[config.mk]
export PLATFORM = sky130hd
export DESIGN_NAME = calculator_controller
export DESIGN_NICKNAME = d
export VERILOG_FILES = /design/src/rtl/calculator_pkg.sv /design/src/rtl/calculator_controller.sv
export SDC_FILE = /design/constraint.sdc
export NUM_CORES = 1
export LEC_CHECK = 0
export ABC_CLOCK_PERIOD_IN_PS = 6220
export CAP_MARGIN = 10
export CORE_AREA = 2 2 122 124
export CTS_CLUSTER_DIAMETER = 100
export DETAILED_ROUTE_END_ITERATION = 8
export DIE_AREA = 0 0 124 126
export MAX_ROUTING_LAYER = met4
export PLACE_DENSITY = 0.87
export REMOVE_ABC_BUFFERS = 1
export SLEW_MARGIN = 20
export SYNTH_ARGS = -nofsm -noshare
export SYNTH_HDL_FRONTEND = slang
export SYNTH_SLANG_ARGS = --single-unit
[constraint.sdc]
create_clock -name clk_i -period 6.22 [get_ports clk_i]
set_clock_uncertainty 0.1 [all_clocks]
set_input_delay 0.622 -clock clk_i [delete_from_list [all_inputs] [get_ports clk_i]]
set_output_delay 0.622 -clock clk_i [all_outputs]
set_load 0.005 [all_outputs]
[src/rtl/calculator_pkg.sv]
// Shared widths, controller state encoding and address-range helper for the calculator datapath.
package calculator_pkg;

    localparam int DATA_W        = 32;
    localparam int MEM_WORD_SIZE = 64;
    localparam int ADDR_W        = 10;

    typedef enum logic [2:0] {
        S_IDLE,
        S_READ,
        S_ADD,
        S_PAD,
        S_WRITE,
        S_DONE
    } controller_state_e;

    // Ranges are inclusive; only an inverted range is illegal, so a range may end at the top address.
    function automatic logic range_bad(input logic [ADDR_W-1:0] first, input logic [ADDR_W-1:0] last);
        return first > last;
    endfunction

endpackage

[src/rtl/calculator_controller.sv]
// Sequences one calculator job: reads operand pairs from SRAM, steers two sums into the
// result buffer halves, then writes each filled buffer word back to the result range.
module calculator_controller
    import calculator_pkg::*;
(
    input  logic                     clk_i,
    input  logic                     rst_i,
    input  logic                     start_i,
    input  logic [ADDR_W-1:0]        read_start_addr_i,
    input  logic [ADDR_W-1:0]        read_end_addr_i,
    input  logic [ADDR_W-1:0]        write_start_addr_i,
    input  logic [ADDR_W-1:0]        write_end_addr_i,
    output logic                     read_en_o,
    output logic                     write_en_o,
    output logic [ADDR_W-1:0]        addr_o,
    input  logic [MEM_WORD_SIZE-1:0] read_data_i,
    output logic [MEM_WORD_SIZE-1:0] write_data_o,
    output logic [DATA_W-1:0]        op_a_o,
    output logic [DATA_W-1:0]        op_b_o,
    output logic                     loc_sel_o,
    input  logic [MEM_WORD_SIZE-1:0] buffer_i,
    output logic                     busy_o,
    output logic                     done_o,
    output logic                     error_o
);

    controller_state_e state_q;
    logic [ADDR_W-1:0] rd_ptr;
    logic [ADDR_W-1:0] rd_end;
    logic [ADDR_W-1:0] wr_ptr;
    logic [ADDR_W-1:0] wr_end;
    logic              half;
    logic              in_add;

    // Read data only exists in the cycle after the read strobe, so operands pass straight through.
    assign in_add       = (state_q == S_ADD);
    assign op_a_o       = in_add ? read_data_i[DATA_W-1:0]             : '0;
    assign op_b_o       = in_add ? read_data_i[MEM_WORD_SIZE-1:DATA_W] : '0;
    assign write_data_o = buffer_i;

    // Strobes, address and select are registered: each is set on the edge entering its state.
    always_ff @(posedge clk_i or posedge rst_i) begin
        if (rst_i) begin
            state_q    <= S_IDLE;
            rd_ptr     <= '0;
            rd_end     <= '0;
            wr_ptr     <= '0;
            wr_end     <= '0;
            half       <= 1'b0;
            read_en_o  <= 1'b0;
            write_en_o <= 1'b0;
            addr_o     <= '0;
            loc_sel_o  <= 1'b0;
            busy_o     <= 1'b0;
            done_o     <= 1'b0;
            error_o    <= 1'b0;
        end else begin
            read_en_o  <= 1'b0;
            write_en_o <= 1'b0;
            addr_o     <= '0;
            loc_sel_o  <= 1'b0;
            done_o     <= 1'b0;
            error_o    <= 1'b0;

            case (state_q)
                S_IDLE: begin
                    if (start_i) begin
                        rd_ptr <= read_start_addr_i;
                        rd_end <= read_end_addr_i;
                        wr_ptr <= write_start_addr_i;
                        wr_end <= write_end_addr_i;
                        half   <= 1'b0;
                        busy_o <= 1'b1;
                        if (range_bad(read_start_addr_i, read_end_addr_i) ||
                            range_bad(write_start_addr_i, write_end_addr_i)) begin
                            state_q <= S_DONE;
                            done_o  <= 1'b1;
                            error_o <= 1'b1;
                        end else begin
                            state_q   <= S_READ;
                            read_en_o <= 1'b1;
                            addr_o    <= read_start_addr_i;
                        end
                    end
                end

                S_READ: begin
                    state_q   <= S_ADD;
                    loc_sel_o <= half;
                end

                S_ADD: begin
                    if (!half && (rd_ptr != rd_end)) begin
                        half      <= 1'b1;
                        rd_ptr    <= rd_ptr + 1'b1;
                        state_q   <= S_READ;
                        read_en_o <= 1'b1;
                        addr_o    <= rd_ptr + 1'b1;
                    end else if (!half) begin
                        // Odd operand count: one extra add of zeros clears the upper half.
                        state_q   <= S_PAD;
                        loc_sel_o <= 1'b1;
                    end else begin
                        state_q    <= S_WRITE;
                        write_en_o <= 1'b1;
                        addr_o     <= wr_ptr;
                    end
                end

                S_PAD: begin
                    state_q    <= S_WRITE;
                    write_en_o <= 1'b1;
                    addr_o     <= wr_ptr;
                end

                S_WRITE: begin
                    if ((rd_ptr == rd_end) || (wr_ptr == wr_end)) begin
                        state_q <= S_DONE;
                        done_o  <= 1'b1;
                    end else begin
                        rd_ptr    <= rd_ptr + 1'b1;
                        wr_ptr    <= wr_ptr + 1'b1;
                        half      <= 1'b0;
                        state_q   <= S_READ;
                        read_en_o <= 1'b1;
                        addr_o    <= rd_ptr + 1'b1;
                    end
                end

                S_DONE: begin
                    state_q <= S_IDLE;
                    busy_o  <= 1'b0;
                end

                default: begin
                    state_q <= S_IDLE;
                    busy_o  <= 1'b0;
                end
            endcase
        end
    end

endmodule

---- Yosys cells after proc, flatten, opt, wreduce, memory -nomap -nowiden ----
Index checks and enable logic that the tools add are counted.
cells by class
  add/sub/neg operators ................... 2
  order comparisons ....................... 2
  eq/ne operators ......................... 10
  multiplexer cells ....................... 43
  bitwise operators ....................... 1
  reductions and logical operators ........ 12
operator list
  operator                                             number
  two-way mux 10 bit                                   10
  two-way mux 32 bit                                   2
  case mux 10 bit (4 select lines)                     1
  case mux 10 bit (3 select lines)                     1
  adder 10 x 1 -> 10 bit, second input constant        2
  equality test 10 bit                                 2
  greater-than comparator 10 bit                       2
  case mux 10 bit (2 select lines)                     1
  two-way mux 1 bit                                    16
  two-way mux 3 bit                                    5
  case mux 3 bit (5 select lines)                      1
  != test 10 bit                                       1
  case mux 1 bit (2 select lines)                      4
  equality test 3 x 2 -> 1 bit, second input constant  2
  case mux 1 bit (3 select lines)                      2
  != test 2 bit, second input constant                 2
  AND reduction 2 bit                                  2
  AND reduction 4 bit                                  1
  OR reduction 4 bit                                   1
  equality test 3 x 1 -> 1 bit, second input constant  1
  equality test 3 bit, second input constant           1
  zero test 3 bit                                      1
  AND reduction 3 bit                                  1
  nonzero test 3 bit                                   1
  6 further kinds                                      7
word-level totals
  register bits after elaboration ......... 60
  bits of input ports ..................... 171
  output and inout port bits .............. 144
  logic and storage cells ................. 83

---- Depth between registers and ports, before layout ----
  depth in word-level cells ............... 5
  mapped depth ............................ 9
  mapped depth without buffers ............ 8

---- Least setup slack after synthesis ----
No wires, ideal clock.
  path type ............................... input to register
  start ................................... input read_end_addr_i[3]
  end ..................................... register addr_o[2]
  setup time .............................. 0.090 ns
  arrival time ............................ 2.264 ns
  data required time ...................... 6.030 ns
  setup slack ............................. 3.766 ns
  cell stages on the path ................. 9
  buffers on the path ..................... 1
  cells stage by stage .................... inv_1 -> ha_1 -> a21o_1 -> a21o_1 -> a2111oi_0 -> o32a_1 -> nand2_1 -> clkbuf_1 -> o221ai_1
between the ends
  longest elaborated chain between the ends .. 5
RTL lines
  what                              line                          text
  from (decl)                       calculator_controller.sv:10   input logic [ADDR_W-1:0] read_end_addr_i,
  greater-than comparator 10 bit    calculator_pkg.sv:19          return first > last;
  logical OR 1 bit                  calculator_controller.sv:74   if (range_bad(read_start_addr_i, read_end_addr_i) ||
  two-way mux 10 bit                calculator_controller.sv:74
  two-way mux 10 bit                calculator_controller.sv:67   if (start_i) begin
  case mux 10 bit (4 select lines)  calculator_controller.sv:65   case (state_q)
  to (signal assigned)              calculator_controller.sv:82   addr_o <= read_start_addr_i;
  to (signal assigned)              calculator_controller.sv:98   addr_o <= rd_ptr + 1'b1;
  to (signal assigned)              calculator_controller.sv:106  addr_o <= wr_ptr;
  to (decl)                         calculator_controller.sv:15   output logic [ADDR_W-1:0] addr_o,
No other way between the ends.
A chain may end at the register's enable or synchronous reset.

---- Worst setup path after layout ----
  start ................................... register state_q[2]
  end ..................................... output op_a_o[5]
between the ends
  longest elaborated chain between the ends .. 2
RTL lines
  what                          line                         text
  from (decl)                   calculator_controller.sv:27  controller_state_e state_q;
  from (signal assigned)        calculator_controller.sv:44  state_q <= S_IDLE;
  from (signal assigned)        calculator_controller.sv:76  state_q <= S_DONE;
  from (signal assigned)        calculator_controller.sv:80  state_q <= S_READ;
  equality test 3 x 2 -> 1 bit  calculator_controller.sv:36  assign in_add = (state_q == S_ADD);
  two-way mux 32 bit            calculator_controller.sv:37  assign op_a_o = in_add ? read_data_i[DATA_W-1:0] : '0;
  to (decl)                     calculator_controller.sv:18  output logic [DATA_W-1:0] op_a_o,
No other way between the ends.

==> metrics <==
crit end category primary output; Worst EP required between 5 and 6 ns; Clock Tree Root clkbuf_16; Net Sw Power about 1.0 mW; Net Sw Frac 0.4019; Slew HR 0.3273; fmax about 0.28 GHz; WP buf/inv 1; IO Pins 315; Routed WL between 20000 and 25000 um; routability cong. between 0.9 and 1; #FFs+latches synth 60; critical path type reg -> out; status completed; Final Util 0.4557; period utilization 0.5738; mapped cell area around 0.0047 mm^2; nets@finish approximately 850; routed length on met3 between 3000 and 4000 um; Synth cell types 55; top sig layer met4; DR iter-0 viols ~410; mean area per synthesized cell about 8.6 um^2; cell family with most CP delay simple AND/OR/NAND/NOR gates; n_diodes 0; total grt overflow 0; M1 WL 6411 um; Min-Delay Path Depth 2; Avg Vias per Cell between 5 and 6; Main synth FF type dfrtp_1; GRT Util Overall 0.2740; Critical Path AT approximately 2.9 ns; share of cells above drive strength 1 0.05446; worst-margin pin slew between 1 and 1.5 ns; commonest non-fill, non-tap cells in the layout clkdlybuf4s50_1, and2_1, dfrtp_1; CTS sink count 60; Via Count 4447; Period minus WS final between 3 and 4 ns; Post-synth EDFFs 0; Int Pwr 1.537 mW; TritonCTS clock tree done; Seq pwr share 0.311; Fin. Hold Viols 0; final setup TNS 0 ns; power density cells just under 400 mW/mm^2; Inserted Clock Buffers 9; crit-path max FO between 60 and 70; Slew Viols, Final 0; htree depth 3; Setup Fix Bufs, Post-CTS 0; total of max-cap violations 0; drc violations 0; Critical Path Stages 4; Detail Route Antenna Nets 0; die area 0.01562 mm^2; Worst VDD drop roughly 0.00017 V; Port Buf Inserts 186; ys async rst share 1.000; pin count of the biggest net entering global routing between 60 and 70; hold crit path type reg -> reg; first-pass GRT wire length between 20000 and 30000 um; site row count 44; path depth of the worst reg2reg path 4; post-cts resize count 0; hold buffer count at CTS 0; clock power share 0.209; Detail Placement HPWL 17780 um; DR WL/cell about 25 um; Worst Setup Start Kind flop; post-synthesis sequential area ratio 0.3203; die height between 100 and 150 um; clock-pin transition on the worst setup and hold timing paths 0.05 ns; CP Cell Sequence nand2b_1 > nor2_4 > and2_1 > clkdlybuf4s50_1; initial core utilization 0.3275; clk buf depth 2; core area approximately 0.014 mm^2; Layout area overhead 39.12%; most common cell after layout, fill and taps aside clkdlybuf4s50_1; Slowest-stage cell, CP nor2_4; Syn. warnings 0; drt pass-1 iters 5; met2 WL post-DR 10310 um; antenna violations before repair 0; Skew-Pair Late Insertion Delay 0.34 ns; combinational share of power 0.481; final number of setup-violating endpoints 0; Gate Count Post-Synth 548; die width 124 um; RSZ-0062 raised after global routing false; leakage dissipation 2.750 nW; vias in the first global route 4302; Slowest Stage Delay on Critical Path 0.81 ns
## flip-flops by register name (all words and copies together) (netlist names)
| name | flops |
|---|---|
| busy_o | 1 |
| addr_o | 10 |
| error_o | 1 |
| state_q | 3 |
| wr_end | 10 |
| rd_ptr | 10 |
| rd_end | 10 |
| half | 1 |
| done_o | 1 |
| wr_ptr | 10 |
| loc_sel_o | 1 |
| write_en_o | 1 |
| read_en_o | 1 |
## Yosys cell counts (5+ instances only)
cell	number	area share
nor2b_1	5	0.0067
nand2_1	55	0.044
o221ai_1	10	0.019
and2_1	67	0.089
inv_1	36	0.029
dfrtp_1	60	0.32
a21oi_1	17	0.018
ha_1	22	0.059
buf_4	64	0.10
nor2_1	15	0.012
nor3_1	6	0.0064
xor2_1	21	0.039
a211oi_1	12	0.019
a21o_1	5	0.0080
nand3_1	14	0.015
and3_1	6	0.0080
o21ai_0	33	0.035
a2bb2oi_1	6	0.011
nand4_1	9	0.012
clkbuf_1	22	0.018
xnor2_1	7	0.013
## cell families after synthesis
family,synth area share
buffers and inverters,0.1588
AO/OA/AOI/OAI,0.1521
multiplexers,0.01174
flip-flops,0.3203
adder cells (fa/ha/maj),0.05871
XOR/XNOR,0.05578
AND/OR/NAND/NOR,0.2426
## power groups by stage
stage               combinational [mW]  sequential (mW)  clock (mW)
CTS                               1.23            0.789       0.539
global route                      1.35            0.818       0.557
finish                            1.23            0.799       0.536
detailed placement                1.22            0.794           0
global placement                  1.18            0.785           0
floorplan                        0.746            0.729           0
## final cells by class
cell class | count | area, um^2
Multi-Input combinational cell | 359 | 2450
Sequential cell | 60 | 1501
Clock buffer | 11 | 242.7
Tap cell | 184 | 230.2
Timing Repair Buffer | 189 | 1884
Fill cell | 1357 | 7791
Clock inverter | 5 | 75.07
Inverter | 37 | 138.9
## metal layers
| metal | vias up | global-route usage |
|---|---|---|
| met5 | - | - |
| met4 | 0 | 0.1811 |
| met3 | 57 | 0.1549 |
| met2 | 370 | 0.4425 |
| met1 | 2010 | 0.2406 |
| li1 | 2010 | - |
## tightest hold or removal path, cell delays in order (launching register included)
cell and delay (ns):
dfrtp_1 0.35, nand2_1 0.05, o21ai_0 0.07
## worst paths after layout
kind | end | slack, ns | start
worst max register to register | addr_o[7] | 3.73 | state_q[0]
worst max-delay path | op_a_o[5] | 2.65 | state_q[2]
min in group asynchronous | wr_ptr[2] | 0.73 | rst_i
max in group asynchronous | rd_end[8] | 4.77 | rst_i
worst min register to register | rd_end[7] | 0.40 | rd_end[7]
worst min-delay path | rd_end[7] | 0.40 | rd_end[7]
## metrics by stage
step / total power, mW / hold slack (ns) / std cells / area [um^2] / worst slack (ns)
finish: 2.569 / 0.4002 / 845 / 6523 / 2.651
global route: 2.721 / 0.4126 / 845 / 6523 / 2.420
CTS: 2.558 / 0.4034 / 845 / 6523 / 2.629
detailed placement: 2.009 / 0.3870 / 829 / 6205 / 2.636
global placement: 1.966 / 0.3826 / 829 / 6205 / 2.843
floorplan: 1.474 / 0.3655 / 456 / 4083 / 3.197
No activity file was read; power rests on OpenSTA's default activity.
